**src/rtl/keypoint_pkg.sv**
```systemverilog
// Types and constants shared by the keypoint UART loader and its transmit-side twin.
package keypoint_pkg;

    typedef enum logic [1:0] {
        IDLE       = 2'd0,
        WAIT_UPPER = 2'd1,
        WAIT_LOWER = 2'd2,
        WRITE      = 2'd3
    } kp_state_t;

    typedef enum logic [1:0] {
        RX_IDLE  = 2'd0,
        RX_START = 2'd1,
        RX_DATA  = 2'd2,
        RX_STOP  = 2'd3
    } rx_state_t;

    localparam int BYTES_PER_WORD          = 2;
    localparam int DEFAULT_CLOCKS_PER_BAUD = 50;

endpackage

```
**src/rtl/uart_rx.sv**
```systemverilog
// 8N1 UART receiver: synchronised line, mid-bit sampling, one-cycle valid/err strobes.
module uart_rx
    import keypoint_pkg::*;
#(
    parameter int CLOCKS_PER_BAUD = DEFAULT_CLOCKS_PER_BAUD
) (
    input  logic       clk,
    input  logic       rst_in,
    input  logic       rx,
    output logic [7:0] data_o,
    output logic       valid_o,
    output logic       err_o
);

    localparam int CNT_W = $clog2(CLOCKS_PER_BAUD + 1);
    localparam int HALF  = CLOCKS_PER_BAUD / 2;

    rx_state_t        state;
    logic [CNT_W-1:0] baud_cnt;
    logic [2:0]       bit_idx;
    logic [7:0]       shift;
    logic             rx_meta;
    logic             rx_sync;
    logic             rx_prev;

    // Idle-high synchroniser; rx_prev gives the falling-edge reference.
    always_ff @(posedge clk or posedge rst_in) begin
        if (rst_in) begin
            rx_meta <= 1'b1;
            rx_sync <= 1'b1;
            rx_prev <= 1'b1;
        end else begin
            rx_meta <= rx;
            rx_sync <= rx_meta;
            rx_prev <= rx_sync;
        end
    end

    always_ff @(posedge clk or posedge rst_in) begin
        if (rst_in) begin
            state    <= RX_IDLE;
            baud_cnt <= '0;
            bit_idx  <= '0;
            shift    <= '0;
            data_o   <= '0;
            valid_o  <= 1'b0;
            err_o    <= 1'b0;
        end else begin
            valid_o <= 1'b0;
            err_o   <= 1'b0;
            case (state)
                RX_IDLE: begin
                    baud_cnt <= '0;
                    bit_idx  <= '0;
                    if (rx_prev && !rx_sync)
                        state <= RX_START;
                end
                // A low pulse shorter than half a bit is treated as noise.
                RX_START: begin
                    if (baud_cnt == CNT_W'(HALF - 1)) begin
                        baud_cnt <= '0;
                        state    <= rx_sync ? RX_IDLE : RX_DATA;
                    end else begin
                        baud_cnt <= baud_cnt + CNT_W'(1);
                    end
                end
                RX_DATA: begin
                    if (baud_cnt == CNT_W'(CLOCKS_PER_BAUD - 1)) begin
                        baud_cnt <= '0;
                        shift    <= {rx_sync, shift[7:1]};
                        if (bit_idx == 3'd7)
                            state <= RX_STOP;
                        else
                            bit_idx <= bit_idx + 3'd1;
                    end else begin
                        baud_cnt <= baud_cnt + CNT_W'(1);
                    end
                end
                RX_STOP: begin
                    if (baud_cnt == CNT_W'(CLOCKS_PER_BAUD - 1)) begin
                        baud_cnt <= '0;
                        state    <= RX_IDLE;
                        if (rx_sync) begin
                            data_o  <= shift;
                            valid_o <= 1'b1;
                        end else begin
                            err_o <= 1'b1;
                        end
                    end else begin
                        baud_cnt <= baud_cnt + CNT_W'(1);
                    end
                end
                default: state <= RX_IDLE;
            endcase
        end
    end

endmodule

```
**src/rtl/receive_keypoints.sv**
```systemverilog
// Host-to-BRAM loader: pairs UART bytes (upper first) into words and writes them sequentially.
module receive_keypoints
    import keypoint_pkg::*;
#(
    parameter int BRAM_LENGTH     = 1000,
    parameter int BIT_DEPTH       = 13,
    parameter int CLOCKS_PER_BAUD = DEFAULT_CLOCKS_PER_BAUD,
    parameter int TIMEOUT_CLKS    = 20 * CLOCKS_PER_BAUD
) (
    input  logic                           clk,
    input  logic                           rst_in,
    input  logic                           rx,
    input  logic                           start,
    output logic [$clog2(BRAM_LENGTH)-1:0] address,
    output logic [BIT_DEPTH-1:0]           data,
    output logic                           we,
    output logic                           busy,
    output logic                           done,
    output logic                           resync,
    output logic [1:0]                     out_state
);

    localparam int ADDR_W  = $clog2(BRAM_LENGTH);
    localparam int UPPER_W = BIT_DEPTH - 8;
    localparam int TO_W    = $clog2(TIMEOUT_CLKS + 1);

    kp_state_t          state;
    logic [UPPER_W-1:0] upper;
    logic [TO_W-1:0]    timeout_cnt;
    logic [7:0]         byte_data;
    logic               byte_valid;
    logic               byte_err;

    uart_rx #(
        .CLOCKS_PER_BAUD(CLOCKS_PER_BAUD)
    ) u_rx (
        .clk    (clk),
        .rst_in (rst_in),
        .rx     (rx),
        .data_o (byte_data),
        .valid_o(byte_valid),
        .err_o  (byte_err)
    );

    assign out_state = state;

    // Only the low UPPER_W bits of the upper byte are kept; the rest never reach the word.
    always_ff @(posedge clk or posedge rst_in) begin
        if (rst_in) begin
            state       <= IDLE;
            address     <= '0;
            data        <= '0;
            we          <= 1'b0;
            busy        <= 1'b0;
            done        <= 1'b0;
            resync      <= 1'b0;
            upper       <= '0;
            timeout_cnt <= '0;
        end else begin
            we     <= 1'b0;
            done   <= 1'b0;
            resync <= 1'b0;
            case (state)
                IDLE: begin
                    if (start) begin
                        state   <= WAIT_UPPER;
                        address <= '0;
                        busy    <= 1'b1;
                    end
                end
                WAIT_UPPER: begin
                    if (byte_valid) begin
                        upper       <= byte_data[UPPER_W-1:0];
                        timeout_cnt <= '0;
                        state       <= WAIT_LOWER;
                    end
                end
                // A valid lower byte beats a same-cycle timeout or error.
                WAIT_LOWER: begin
                    if (byte_valid) begin
                        data  <= {upper, byte_data};
                        we    <= 1'b1;
                        state <= WRITE;
                    end else if (byte_err || timeout_cnt == TO_W'(TIMEOUT_CLKS - 1)) begin
                        upper       <= '0;
                        timeout_cnt <= '0;
                        resync      <= 1'b1;
                        state       <= WAIT_UPPER;
                    end else begin
                        timeout_cnt <= timeout_cnt + TO_W'(1);
                    end
                end
                WRITE: begin
                    if (address == ADDR_W'(BRAM_LENGTH - 1)) begin
                        state <= IDLE;
                        busy  <= 1'b0;
                        done  <= 1'b1;
                    end else begin
                        address <= address + ADDR_W'(1);
                        state   <= WAIT_UPPER;
                    end
                end
                default: state <= IDLE;
            endcase
        end
    end

endmodule

```
**config.mk**
```make
export PLATFORM = sky130hd
export DESIGN_NAME = receive_keypoints
export DESIGN_NICKNAME = d
export VERILOG_FILES = /design/src/rtl/keypoint_pkg.sv /design/src/rtl/uart_rx.sv /design/src/rtl/receive_keypoints.sv
export SDC_FILE = /design/constraint.sdc
export NUM_CORES = 1
export LEC_CHECK = 0
export ABC_CLOCK_PERIOD_IN_PS = 3100
export CORE_MARGIN = 2
export CORE_UTILIZATION = 25
export CTS_CLUSTER_SIZE = 28
export DETAILED_ROUTE_END_ITERATION = 8
export PLACE_DENSITY_LB_ADDON = 0.08
export SLEW_MARGIN = 25
export SYNTH_ARGS = -nofsm -noshare
export SYNTH_HDL_FRONTEND = slang
export SYNTH_SLANG_ARGS = --single-unit
```
**constraint.sdc**
```tcl
create_clock -name clk -period 3.1 [get_ports clk]
set_clock_uncertainty 0.15 [all_clocks]
set_input_delay 0.62 -clock clk [delete_from_list [all_inputs] [get_ports clk]]
set_output_delay 0.62 -clock clk [all_outputs]
set_load 0.1 [all_outputs]
```
==> results.rst, run 1 <==
.. list-table::
   :header-rows: 1

   * - Metric
     - Value
   * - Critical path, cell by cell
     - buf_4
   * - Wire length of the first global-routing pass
     - 12,500 µm
   * - Hold Fails Final Rpt
     - 0
   * - FF+latch count, synth
     - 76
   * - Crit path capture type
     - output port
   * - Average routed wire per standard cell
     - 14.1 µm
   * - Maximum root-to-sink buffer count
     - 2
   * - Initial drt markers
     - 69
   * - Share of layout cells above drive strength 1
     - 28.2%
   * - Cts-stage hold buffer count
     - 0
   * - Sequential element share of the synthesized area
     - 54.8%
   * - Pwr Density
     - 583 nW/µm²
   * - Final setup margin
     - 0.855 ns
   * - R2R Path Start
     - u_rx.baud_cnt[1]
   * - Post-CTS setup buffers
     - 0
   * - Chip Width
     - 122 µm
   * - Ant diodes
     - 0
   * - Time the final worst path needs with I/O delays and setup
     - 2.24 ns
   * - 1st-pass router iterations
     - 4
   * - Clock sink count
     - 76
   * - Number of setup violations in the final report
     - 0
   * - Fillers
     - 1,393
   * - Clock tree from TritonCTS
     - built
   * - Critical path origin
     - out_state[0]
   * - Total standard cell area after synthesis
     - 3480 µm²
   * - Initial antenna violation count
     - 0
   * - Worst path slowest cell
     - sky130_fd_sc_hd__dfrtp_1
   * - Number of distinct library cells after synthesis
     - 52
   * - Depth of the most critical reg-to-reg path
     - 6
   * - Normalized max-slew margin
     - 55.2%
   * - Unrepaired setup endpoints after global routing
     - no
   * - Setup slack of the worst register-to-register path
     - 0.92 ns
   * - Biggest area consumer among synthesized cells
     - sky130_fd_sc_hd__dfrtp_1
   * - Largest incremental delay on the critical path
     - 0.73 ns
   * - Path type of the worst setup path
     - flip-flop to output port
   * - Global-route usage over all layers
     - 11.0%
   * - Total Neg Setup Slack
     - 0 ns
   * - I/O Buffers
     - 32
   * - Starting density of the core
     - 25.3%
   * - Kind of launch point of the worst setup path
     - flip-flop
   * - Worst Hold Endpoint
     - u_rx.rx_sync
   * - Class of the most critical hold timing path
     - flip-flop to flip-flop
   * - Static Leakage
     - 1.96 nW
   * - Instance area at placement
     - 3930 µm²
   * - Estimated wirelength of the detail-placed design
     - 4680 µm
   * - Pre-CTS WS
     - 0.898 ns
   * - Via density
     - 4.48
   * - Area growth, synth to finish
     - 21.7%
   * - Hold Path Origin
     - u_rx.rx_meta
   * - Total core area
     - 13,700 µm²
   * - I/O pin total
     - 33
   * - Logic depth of the worst setup path including buffers
     - 1
   * - Highest fanout seen on the critical path
     - 18
   * - Worst hold slack after final layout
     - 0.210 ns
   * - Count of synthesis-stage warnings from yosys
     - 0
   * - Post-layout instance area
     - 4230 µm²
   * - Number of violations of the max-capacitance limit
     - 0
   * - Most used flip-flop cell after synthesis
     - sky130_fd_sc_hd__dfrtp_1
   * - Total number of vias
     - 2,286
   * - Final Net Count
     - 336
   * - Worst Path Arrival
     - 1.47 ns
   * - Global placement routability congestion
     - 0.769
   * - Total count of max-transition violations in the final report
     - 0
   * - Top cell family by delay on the critical path
     - flip-flops
   * - Critical path required time
     - 2.33 ns
   * - Area of the die
     - 14,900 µm²
   * - Detailed-route wire length
     - 7190 µm
   * - Largest net degree at the start of global routing
     - 49
   * - Remaining routing DRC violations
     - 0
   * - Overall Power
     - 2.47 mW
   * - Cell count of the worst hold path
     - 0
   * - Share of async-settable or async-resettable flops after synthesis
     - 100%
   * - Clock-pin slew reported for the worst setup and hold paths after clock tree synthesis
     - 0.06 ns
   * - Synthesized Nets
     - 299
   * - Via count of the first global-routing pass
     - 2,401
   * - Post-route ant nets
     - 0
   * - Slew at the pin closest to its max-slew limit
     - 0.671 ns
   * - CTS-repair resized insts
     - 0
   * - Synthesized area divided by synthesized cell count
     - 12.1 µm²
   * - Cell at the root of the clock tree
     - sky130_fd_sc_hd__clkbuf_16
   * - Synth top area cells
     - sky130_fd_sc_hd__dfrtp_1 53%, sky130_fd_sc_hd__mux2_2 9.7%, sky130_fd_sc_hd__ha_1 2.5%, sky130_fd_sc_hd__nor2_1 2.5%, sky130_fd_sc_hd__a2111oi_4 2.4%
   * - Clock insertion delay at the later pin of the skew report
     - 0.34 ns
   * - Status
     - finished clean
   * - H-tree depth
     - 3
   * - Cell count after synthesis
     - 288
   * - Share of the synthesized area in the top cell type
     - 52.5%
   * - Floorplan row count
     - 43
   * - Reg2reg end
     - u_rx.data_o[5]
   * - CP bufs+invs
     - 1
   * - Tcrit/Tclk final
     - 72.4%
   * - Number of flops mapped to enable cells by yosys
     - 0
   * - Global-route congestion overflow total
     - 0
   * - Vertical die dimension
     - 122 µm
   * - Worst voltage drop across the vdd grid
     - 358 µV
   * - Clock buffer count from CTS
     - 9
   * - Max Clk Rate
     - 0.445 GHz
-- cells by family after synthesis --
group / Yosys count / share of synthesized area (%)
fa+ha+maj: 7 / 2.52
buf+inv: 20 / 2.70
simple gates: 93 / 15.0
mux: 34 / 10.9
flops: 76 / 54.8
compound gates: 46 / 11.0
xor+xnor: 12 / 3.02
-- through the flow --
stage,utilization (%),std cells
after floorplan,-,288
after global placement,28.6,494
after detailed placement,28.6,494
after CTS,30.9,510
after global routing,30.9,510
final,30.9,510
-- cells in the final DEF, fill, tap and decap left out, drive strengths merged, types with 6 or more instances in the layout --
cell type and count:
inv 11, clkbuf 10, a22o 6, nor2 24, xnor2 9, nor3 6, a21oi 6, nand2 19
ha 7, dfrtp 73, nand3 15, o21ai 11, mux2 30, buf 31
-- how the worst max path moves through the flow --
stage / to / slack (ns)
floorplan: async pin / 0.40
global placement: data[3] / 0.92
detailed placement: u_rx.data_o[5] / 0.90
CTS: out_state[0] / 0.82
global route: u_rx.data_o[7] / 0.73
finish: out_state[0] / 0.86
-- per-layer routing --
| metal | global-route usage (%) | wire [µm] | up-vias |
|---|---|---|---|
| li1 | - | - | 1116 |
| met1 | 14.2 | 3470 | 1124 |
| met2 | 16.8 | 3290 | 38 |
| met3 | 4.31 | 327 | 8 |
| met4 | 3.81 | 96 | 0 |
| met5 | 0 | 0 | - |
-- report_power, final --
part	internal, mW	switching (mW)
sequential	1.04	0.0822
clock	0.643	0.426
combinational	0.0939	0.180
total	1.78	0.688
-- cell type report --
cell class                      count  area, µm²  share of cell area, %
Sequential cell                    76       1910                   45.0
Tap cell                          180        225                   5.32
Clock inverter                      6       63.8                   1.51
Inverter                           12       46.3                   1.09
Multi-Input combinational cell    192       1480                   34.9
Clock buffer                       10        239                   5.65
Timing Repair Buffer               34        275                   6.50
-- synthesized netlist by cell type (all sizes together), types with 6 or more instances --
cell,number
dfrtp,73
mux2,30
nand3,15
ha,7
nor2,24
nand2,19
inv,12
xnor2,9
nor3,6
a22o,6
o21ai,11
a21oi,6
-- state kept, by name (all words and copies together), names as in the netlist, 2 cells and up, named ones only --
| name | flops |
|---|---|
| out_state | 2 |
| u_rx.shift | 8 |
| u_rx.data_o | 8 |
| timeout_cnt | 10 |
| u_rx.baud_cnt | 6 |
| u_rx.bit_idx | 3 |
| data | 13 |
| upper | 5 |
| address | 10 |
Note: power is estimated with default switching activity, not from simulation.
==> run 2: changes to the inputs <==
--- a/config.mk
+++ b/config.mk
@@ -5,7 +5,7 @@
 export SDC_FILE = /design/constraint.sdc
 export NUM_CORES = 1
 export LEC_CHECK = 0
-export ABC_CLOCK_PERIOD_IN_PS = 3100
+export ABC_CLOCK_PERIOD_IN_PS = 2000
 export CORE_MARGIN = 2
 export CORE_UTILIZATION = 25
 export CTS_CLUSTER_SIZE = 28
==> constraint.sdc (replaced) <==
create_clock -name clk -period 2 [get_ports clk]
set_clock_uncertainty 0.15 [all_clocks]
set_input_delay 0.4 -clock clk [delete_from_list [all_inputs] [get_ports clk]]
set_output_delay 0.4 -clock clk [all_outputs]
set_load 0.1 [all_outputs]
==> results.rst, run 2 (synthesis gave the netlist of run 1 again) <==
.. list-table::
   :header-rows: 1

   * - Metric
     - Value
   * - Static Leakage
     - 2.16 nW (+10%)
   * - Reg area
     - 1930 µm² (+1.1%)
   * - Total area of multi-input combinational cells
     - 1490 µm² (+0.59%)
   * - Unrepaired setup endpoints after global routing
     - no
   * - Worst path slowest cell
     - sky130_fd_sc_hd__dfrtp_1
   * - Clock-pin slew reported for the worst setup and hold paths after clock tree synthesis
     - 0.06 ns (about the same)
   * - Biggest regs
     - data x13, address x10, timeout_cnt x10
   * - R2R Path Start
     - u_rx.baud_cnt[1]
   * - Most common library cell in the layout ignoring fill and taps
     - sky130_fd_sc_hd__dfrtp_1
   * - Setup slack of the worst register-to-register path
     - 0.12 ns (-0.80 ns)
   * - Share of layout cells above drive strength 1
     - 36.9% (+8.7 points)
   * - Depth of the most critical reg-to-reg path
     - 7 (+1)
   * - Post-CTS setup buffers
     - 0 (unchanged)
   * - Most used cells in the layout excluding fill and tap cells
     - 62 x sky130_fd_sc_hd__dfrtp_1, 33 x sky130_fd_sc_hd__buf_12, 30 x sky130_fd_sc_hd__mux2_2
   * - Maximum root-to-sink buffer count
     - 2 (unchanged)
   * - Number of placed instances, taps included
     - 519 (+5.1%)
   * - Via count of the first global-routing pass
     - 2,421 (+0.83%)
   * - Final setup margin
     - 0.122 ns (-0.733 ns)
   * - Worst Hold Endpoint
     - u_rx.rx_sync
   * - Global-route usage over all layers
     - 10.8% (-0.18 points)
   * - Class of the most critical hold timing path
     - flip-flop to flip-flop
   * - I/O pin total
     - 33 (unchanged)
   * - Top cell family by delay on the critical path
     - buffers and inverters
   * - Pre-CTS WS
     - 0.0838 ns (-0.814 ns)
   * - Status
     - finished clean
   * - Kind of launch point of the worst setup path
     - flip-flop
   * - Fillers
     - 1,359 (-2.4%)
   * - Chip Width
     - 122 µm (unchanged)
   * - Cell at the root of the clock tree
     - sky130_fd_sc_hd__clkbuf_16
   * - Clock buffer count from CTS
     - 9 (unchanged)
   * - Clock insertion delay at the later pin of the skew report
     - 0.34 ns (about the same)
   * - Top reg by flops
     - data
   * - 1st-pass router iterations
     - 4 (unchanged)
   * - Post-layout instance area
     - 4840 µm² (+14%)
   * - Switching power of the nets
     - 1.14 mW (+66%)
   * - Starting density of the core
     - 25.3% (unchanged)
   * - Global-route congestion overflow total
     - 0 (unchanged)
   * - Crit path capture type
     - flip-flop
   * - Area growth, synth to finish
     - 39.3%
   * - Largest incremental delay on the critical path
     - 0.40 ns (-0.33 ns)
   * - Clock sink count
     - 76 (unchanged)
   * - Total count of max-transition violations in the final report
     - 0 (unchanged)
   * - Path type of the worst setup path
     - flip-flop to flip-flop
   * - Logic depth of the worst setup path including buffers
     - 7 (+6)
   * - Instance area at placement
     - 4540 µm² (+16%)
   * - Slew at the pin closest to its max-slew limit
     - 0.477 ns (-0.194 ns)
   * - Tcrit/Tclk final
     - 93.9%
   * - Total core area
     - 13,700 µm² (unchanged)
   * - Highest fanout seen on the critical path
     - 8 (-10)
   * - Ant diodes
     - 0 (unchanged)
   * - Vertical die dimension
     - 122 µm (unchanged)
   * - Critical path, cell by cell
     - inv_1 > ha_2 > nand4b_4 > buf_4 > nor4_4 > buf_6 > mux2_2
   * - Final Net Count
     - 361 (+7.4%)
   * - Average routed wire per standard cell
     - 13.5 µm (-4.3%)
   * - Cell count of the worst hold path
     - 0 (unchanged)
   * - Relative contribution of the clock network to total power
     - 41.3% (-2.0 points)
   * - Remaining routing DRC violations
     - 0 (unchanged)
   * - Initial antenna violation count
     - 0 (unchanged)
   * - Share of total power consumed by net switching
     - 29.7% (+1.8 points)
   * - Max Clk Rate
     - 0.532 GHz
   * - Largest net degree at the start of global routing
     - 23 (-53%)
   * - Relative contribution of sequential cells to total power
     - 45.0% (-0.6 points)
   * - Time the final worst path needs with I/O delays and setup
     - 1.88 ns
   * - Estimated wirelength of the detail-placed design
     - 5130 µm (+9.6%)
   * - Total number of vias
     - 2,411 (+5.5%)
   * - Global placement routability congestion
     - 0.758 (-1.4%)
   * - Critical path required time
     - 2.07 ns (-0.26 ns)
   * - Worst voltage drop across the vdd grid
     - 434 µV (+21%)
   * - Initial drt markers
     - 127 (+84%)
   * - I/O Buffers
     - 32 (unchanged)
   * - Cts-stage hold buffer count
     - 0 (unchanged)
   * - Normalized max-slew margin
     - 67.9% (+13 points)
   * - Post-route ant nets
     - 0 (unchanged)
   * - Hold Path Origin
     - u_rx.rx_meta
   * - Largest register FFs
     - 13 (unchanged)
   * - H-tree depth
     - 3 (unchanged)
   * - CP bufs+invs
     - 3 (+2)
   * - CTS-repair resized insts
     - 0 (unchanged)
   * - Worst Path Arrival
     - 1.95 ns (+0.48 ns)
   * - Number of setup violations in the final report
     - 0 (unchanged)
   * - Internal power
     - 2.70 mW (+52%)
   * - Number of violations of the max-capacitance limit
     - 0 (unchanged)
   * - Hold Fails Final Rpt
     - 0 (unchanged)
   * - Detailed-route wire length
     - 7220 µm (+0.43%)
   * - Count of non-filler cells in the finished layout
     - 535 (+4.9%)
   * - Area of the die
     - 14,900 µm² (unchanged)
   * - Proportion of power drawn by combinational gates
     - 13.8% (+2.7 points)
   * - Via density
     - 4.51 (+0.54%)
   * - Worst hold slack after final layout
     - 0.206 ns (-0.00403 ns)
   * - Reg2reg end
     - u_rx.shift[0]
   * - Wire length of the first global-routing pass
     - 12,400 µm (-0.61%)
   * - Clock tree from TritonCTS
     - built
   * - Floorplan row count
     - 43 (unchanged)
   * - Total Neg Setup Slack
     - 0 ns (unchanged)
   * - Pwr Density
     - 794 nW/µm² (+36%)
-- run 2: metrics by stage --
stage / utilization [%] / power [mW]
3_5_place_dp: 33.1 / 2.29
6_report: 35.3 / 3.84
2_1_floorplan: - / 2.10
5_1_grt: 35.3 / 4.04
3_3_place_gp: 33.1 / 2.29
4_1_cts: 35.2 / 3.92
-- run 2: worst register-to-register path: cells and delay by family (launching register included) --
family / cells / cell delay (ns)
fa+ha+maj: 1 / 0.19
simple gates: 2 / 0.25
flops: 1 / 0.40
buf+inv: 3 / 0.44
mux: 1 / 0.34
-- run 2: metal layers --
layer | wire [µm] | track usage, % | vias to the layer above
met5 | 0 | 0 | -
met4 | 104 | 5.39 | 0
met3 | 210 | 2.34 | 10
met2 | 3410 | 16.6 | 33
met1 | 3490 | 14.4 | 1199
li1 | - | - | 1169
-- run 2: cell type report --
class / instances / share of cell area (%)
sequential: 76 / 39.8
multi-input combinational: 192 / 30.7
timing repair buffer: 59 / 17.9
clock buffer: 9 / 4.65
tap: 180 / 4.65
clock inverter: 7 / 1.29
inverter: 12 / 1.01
-- run 2: power by group through the flow --
stage / Sequential [mW] / Clock, mW / Combinational [mW]
3_3_place_gp: 1.76 / 0 / 0.535
4_1_cts: 1.73 / 1.65 / 0.538
2_1_floorplan: 1.82 / 0 / 0.279
5_1_grt: 1.74 / 1.71 / 0.583
6_report: 1.73 / 1.59 / 0.530
3_5_place_dp: 1.76 / 0 / 0.534
-- run 2: worst max-delay path by stage --
stage | startpoint | endpoint
floorplan | address[0] | address[1]
global placement | u_rx.baud_cnt[1] | u_rx.shift[4]
detailed placement | u_rx.baud_cnt[1] | u_rx.data_o[7]
CTS | u_rx.baud_cnt[1] | u_rx.data_o[5]
global route | u_rx.baud_cnt[1] | u_rx.data_o[7]
finish | u_rx.baud_cnt[1] | u_rx.shift[0]
==> run 3: changes to the inputs <==
--- a/config.mk
+++ b/config.mk
@@ -10,6 +10,7 @@
 export CORE_UTILIZATION = 25
 export CTS_CLUSTER_SIZE = 28
 export DETAILED_ROUTE_END_ITERATION = 8
+export HOLD_SLACK_MARGIN = 0.15
 export PLACE_DENSITY_LB_ADDON = 0.08
 export SLEW_MARGIN = 25
 export SYNTH_ARGS = -nofsm -noshare
==> results of run 3 <==
The final DEF is identical to that of run 2; final timing and power are the same.
==> RTL edit 1 (config.mk and constraints of run 1) <==
Make the reset (`rst_in`) synchronous in 3 clocked blocks.
--- a/src/rtl/uart_rx.sv
+++ b/src/rtl/uart_rx.sv
@@ -24,7 +24,7 @@
     logic             rx_prev;
 
     // Idle-high synchroniser; rx_prev gives the falling-edge reference.
-    always_ff @(posedge clk or posedge rst_in) begin
+    always_ff @(posedge clk) begin
         if (rst_in) begin
             rx_meta <= 1'b1;
             rx_sync <= 1'b1;
@@ -36,7 +36,7 @@
         end
     end
 
-    always_ff @(posedge clk or posedge rst_in) begin
+    always_ff @(posedge clk) begin
         if (rst_in) begin
             state    <= RX_IDLE;
             baud_cnt <= '0;
--- a/src/rtl/receive_keypoints.sv
+++ b/src/rtl/receive_keypoints.sv
@@ -45,7 +45,7 @@
     assign out_state = state;
 
     // Only the low UPPER_W bits of the upper byte are kept; the rest never reach the word.
-    always_ff @(posedge clk or posedge rst_in) begin
+    always_ff @(posedge clk) begin
         if (rst_in) begin
             state       <= IDLE;
             address     <= '0;
Behaviour: differs if rst_in is asserted again (counterexample within 4 cycles, from zero or initial values and one cycle with rst_in high); with rst_in held inactive, the same outputs for 10 cycles.
==> RTL edit 1 against run 1 <==
  * Count of clock-buffer cells in the layout increased by 1
  * Utilization shrank 0.34 points
  * Routed wire length rose by 9.3%
  * Via count rose by 15%
  * Sequential cell count unchanged
  * Critical path depth rose by 4
  * Design area fell by 5.3%
  * Setup slack improved by 0.091 ns
  * Cell count increased by 11%
  * Worst hold slack improved by 0.047 ns
  * Area after synthesis fell by 4.2%
Power is not compared: it rests on default switching activity, and its combinational part moved more than twofold at a synthesized area within 25%.
==> RTL edit 1: results (changes against run 1) <==
post-DP HPWL=5.34 mm (+14%); sequential share of the synthesized area=45.7% (-9.1 points); Area contributors post-synth=dfxtp_1, nand2_1, a21oi_1; DR vias=2636 (+15%); worst slew pin tran=0.774 ns (+0.103 ns); Arr. time, crit path=2.23 ns (+0.76 ns); largest net degree at the start of global routing=29 (-41%); Setup CP Type=register to register; placed cells=552 (+12%); Max stage delay on crit path=0.62 ns (-0.11 ns); ys async rst share=0% (-100 points); maximum clock path buffer count=2 (unchanged); VDD IR max=0.320 mV; run status=completed; Nets=398 (+18%); first-pass GRT wire length=13.4 mm (+7.0%); Post-DP Area=0.00372 mm² (-5.4%); Detailed Route WL=7.85 mm (+9.3%); synthesized area per cell=9.15 µm² (-24%); Starting DRT DRC Count=122 (+77%); Total GRT Usage=11.9% (+0.91 points); vias in the first global route=2682 (+12%); syn_nets=375 (+25%); Worst R2R Start=address[0]$_SDFFE_PP0P_; commonest cells in the netlist=dfxtp_1, nand2_1, nor2_1; critical-path maximum fanout=9 (-9); Final Instance Count excl. Fillers=567 (+11%); GP Congestion=0.723 (-6.0%); count of cell types in the netlist=57 (+9.6%)
RTL edit 1: final timing paths:
check / to / slack [ns] / cells past startpoint
setup / recovery: address[8]$_SDFFE_PP0P_ / 0.95 / 5
hold / removal: u_rx.rx_sync$_SDFF_PP1_ / 0.26 / 1
setup reg to reg: address[8]$_SDFFE_PP0P_ / 0.95 / 5
hold reg to reg: u_rx.rx_sync$_SDFF_PP1_ / 0.26 / 1
RTL edit 1: final cells by class:
type	count	area [µm²]
clock buffer	11	243
clock inverter	4	50.0
fill	1401	9130
inverter	15	56.3
multi-input combinational	250	1650
sequential	76	1520
tap	176	220
timing repair buffer	35	265
RTL edit 1: cells by family after synthesis:
group / share of synthesized area, %
AO/OA/AOI/OAI: 18.8
XOR/XNOR: 3.15
AND/OR/NAND/NOR: 21.3
adder cells (fa/ha/maj): 2.63
flip-flops: 45.7
multiplexers: 3.61
buffers and inverters: 4.92
RTL edit 1: worst register-to-register path: cells and delay by family, from the launching register on:
| kind | cells | cell delay (ns) |
|---|---|---|
| AND/OR/NAND/NOR | 1 | 0.22 |
| adder cells (fa/ha/maj) | 1 | 0.30 |
| flip-flops | 1 | 0.41 |
| multiplexers | 1 | 0.15 |
| AO/OA/AOI/OAI | 2 | 0.81 |
RTL edit 1: power by group:
part	switching [mW]	leakage (nW)	internal [mW]
logic	0.0452	0.629	0.0157
registers	0.0107	0.613	0.981
clock network	0.405	0.138	0.639
RTL edit 1: stage by stage:
| step | setup slack (ns) | hold WS [ns] |
|---|---|---|
| CTS | 0.914 | 0.258 |
| finish | 0.946 | 0.256 |
| global placement | 0.678 | 0.244 |
| floorplan | 0.571 | 0.239 |
| detailed placement | 0.641 | 0.245 |
| global route | 0.721 | 0.268 |
RTL edit 1: routing by layer:
metal / wire [µm] / global-route usage (%) / up-vias
met5: 0 / 0 / -
met4: 193 / 6.84 / 0
met3: 270 / 2.59 / 10
met2: 3600 / 18.7 / 33
met1: 3790 / 15.0 / 1239
li1: - / - / 1354
==> RTL edit 2 (flow settings as in run 1) <==
Without the edit above. The package constant `DEFAULT_CLOCKS_PER_BAUD` goes from 50 to 25.
--- a/src/rtl/keypoint_pkg.sv
+++ b/src/rtl/keypoint_pkg.sv
@@ -16,7 +16,7 @@
     } rx_state_t;
 
     localparam int BYTES_PER_WORD          = 2;
-    localparam int DEFAULT_CLOCKS_PER_BAUD = 50;
+    localparam int DEFAULT_CLOCKS_PER_BAUD = 25;
 
 endpackage
 
Behaviour: same outputs for any inputs over 10 cycles, from zero or initial values and one cycle with rst_in high; that may be too few to reach the edited logic, so the function may still have changed.
==> RTL edit 2 against run 1 <==
  * Worst hold slack got worse by 0.0041 ns
  * Cell count decreased by 5.5%
  * Routed wire length shrank 8.9%
  * Global-route usage down 0.67 points
  * Design area down 6.0%
  * Via count is 6.8% lower
  * Sequential cell count shrank 2
  * Area after synthesis decreased by 7.5%
  * Setup slack improved by 0.16 ns
  * Highest routed layer unchanged
Power is not compared: it rests on default switching activity, and its combinational part moved more than twofold at a synthesized area within 25%.
==> RTL edit 2: results (changes against run 1) <==
seq_cells=74 (-2.6%); Nets=315 (-6.3%); layout cell share with drive strength beyond 1=26.1% (-2.1 points); Starting DRT DRC Count=107 (+55%); GP Congestion=0.694 (-9.8%); #MultiIn Comb=177 (-7.8%); Levels on crit path=3 (+2); clk cell area share=8.02% (+0.87 points); FF+latch area=0.00186 mm² (-2.6%); sequential share of the synthesized area=57.7% (+2.9 points); vias in the first global route=2159 (-10%); Arr. time, crit path=2.15 ns (+0.68 ns); Area contributors post-synth=dfrtp_1, mux2_2, nand2_1; non-clock buffer count=33 (-2.9%); largest net degree at the start of global routing=60 (+22%); Total GRT Usage=10.3% (-0.67 points); inverter count=10 (-2); post-DP HPWL=4.42 mm (-5.6%); CP delay by family, top=simple AND/OR/NAND/NOR gates; commonest cells in the netlist=dfrtp_1, mux2_2, nand2_1, nor2_1, o21ai_0; worst slew pin tran=0.740 ns (+0.0693 ns); Max stage delay on crit path=0.67 ns (-0.06 ns); critical-path maximum fanout=16 (-2); Resize count post-CTS=0 (unchanged); leading registers by flop count=data (13), address (10), timeout_cnt (9); Detailed Route WL=6.54 mm (-8.9%); dpl ws=1.01 ns (+0.114 ns); count of cell types in the netlist=48 (-7.7%); run status=completed; syn_nets=279 (-6.7%); Tot Pwr=2.89 mW
RTL edit 2: final timing paths:
kind | end | start | slack [ns]
setup / recovery | upper[2]$_DFFE_PP0P_ | out_state[1]$_DFFE_PP0P_ | 1.02
hold / removal | u_rx.rx_sync$_DFF_PP1_ | u_rx.rx_meta$_DFF_PP1_ | 0.21
setup reg to reg | upper[2]$_DFFE_PP0P_ | out_state[1]$_DFFE_PP0P_ | 1.02
hold reg to reg | u_rx.rx_sync$_DFF_PP1_ | u_rx.rx_meta$_DFF_PP1_ | 0.21
max in group asynchronous | u_rx.rx_sync$_DFF_PP1_ | rst_in | 1.69
min in group asynchronous | timeout_cnt[3]$_DFFE_PP0P_ | rst_in | 0.44
RTL edit 2: cells by family (layout without fill, tap and decap cells):
family	after synthesis	after routing	synth area share, %
and+or+nand+nor	83	83	13.1
DFF	74	74	57.7
AOI/OAI and AO/OA	43	43	9.88
muxes	31	31	10.8
buffers and inverters	18	59	2.41
xor gates and xnor gates	14	14	3.81
adders and majority gates	6	6	2.33
RTL edit 2: per-stage QoR:
stage	instances	hold WS (ns)	cell area, µm²	utilization, %
finish	482	0.206	3980	31.7
global route	482	0.208	3980	31.7
CTS	482	0.207	3980	31.7
detailed placement	466	0.198	3660	29.1
global placement	466	0.197	3660	29.1
floorplan	269	0.195	3220	-
RTL edit 2: metal layers:
| layer | vias up | global-route usage [%] | share of wire (%) |
|---|---|---|---|
| met3 | 8 | 3.70 | 4.5 |
| met2 | 41 | 16.1 | 47 |
| met1 | 1047 | 13.3 | 47 |
| li1 | 1035 | - | - |
| met5 | - | 0 | 0 |
| met4 | 0 | 3.39 | 1.3 |
RTL edit 2: worst reg2reg max path, stage by stage, from the launching register on:
cell and delay (ns):
dfrtp_1 0.58, nor3b_1 0.67, a21oi_1 0.32, a22o_1 0.26
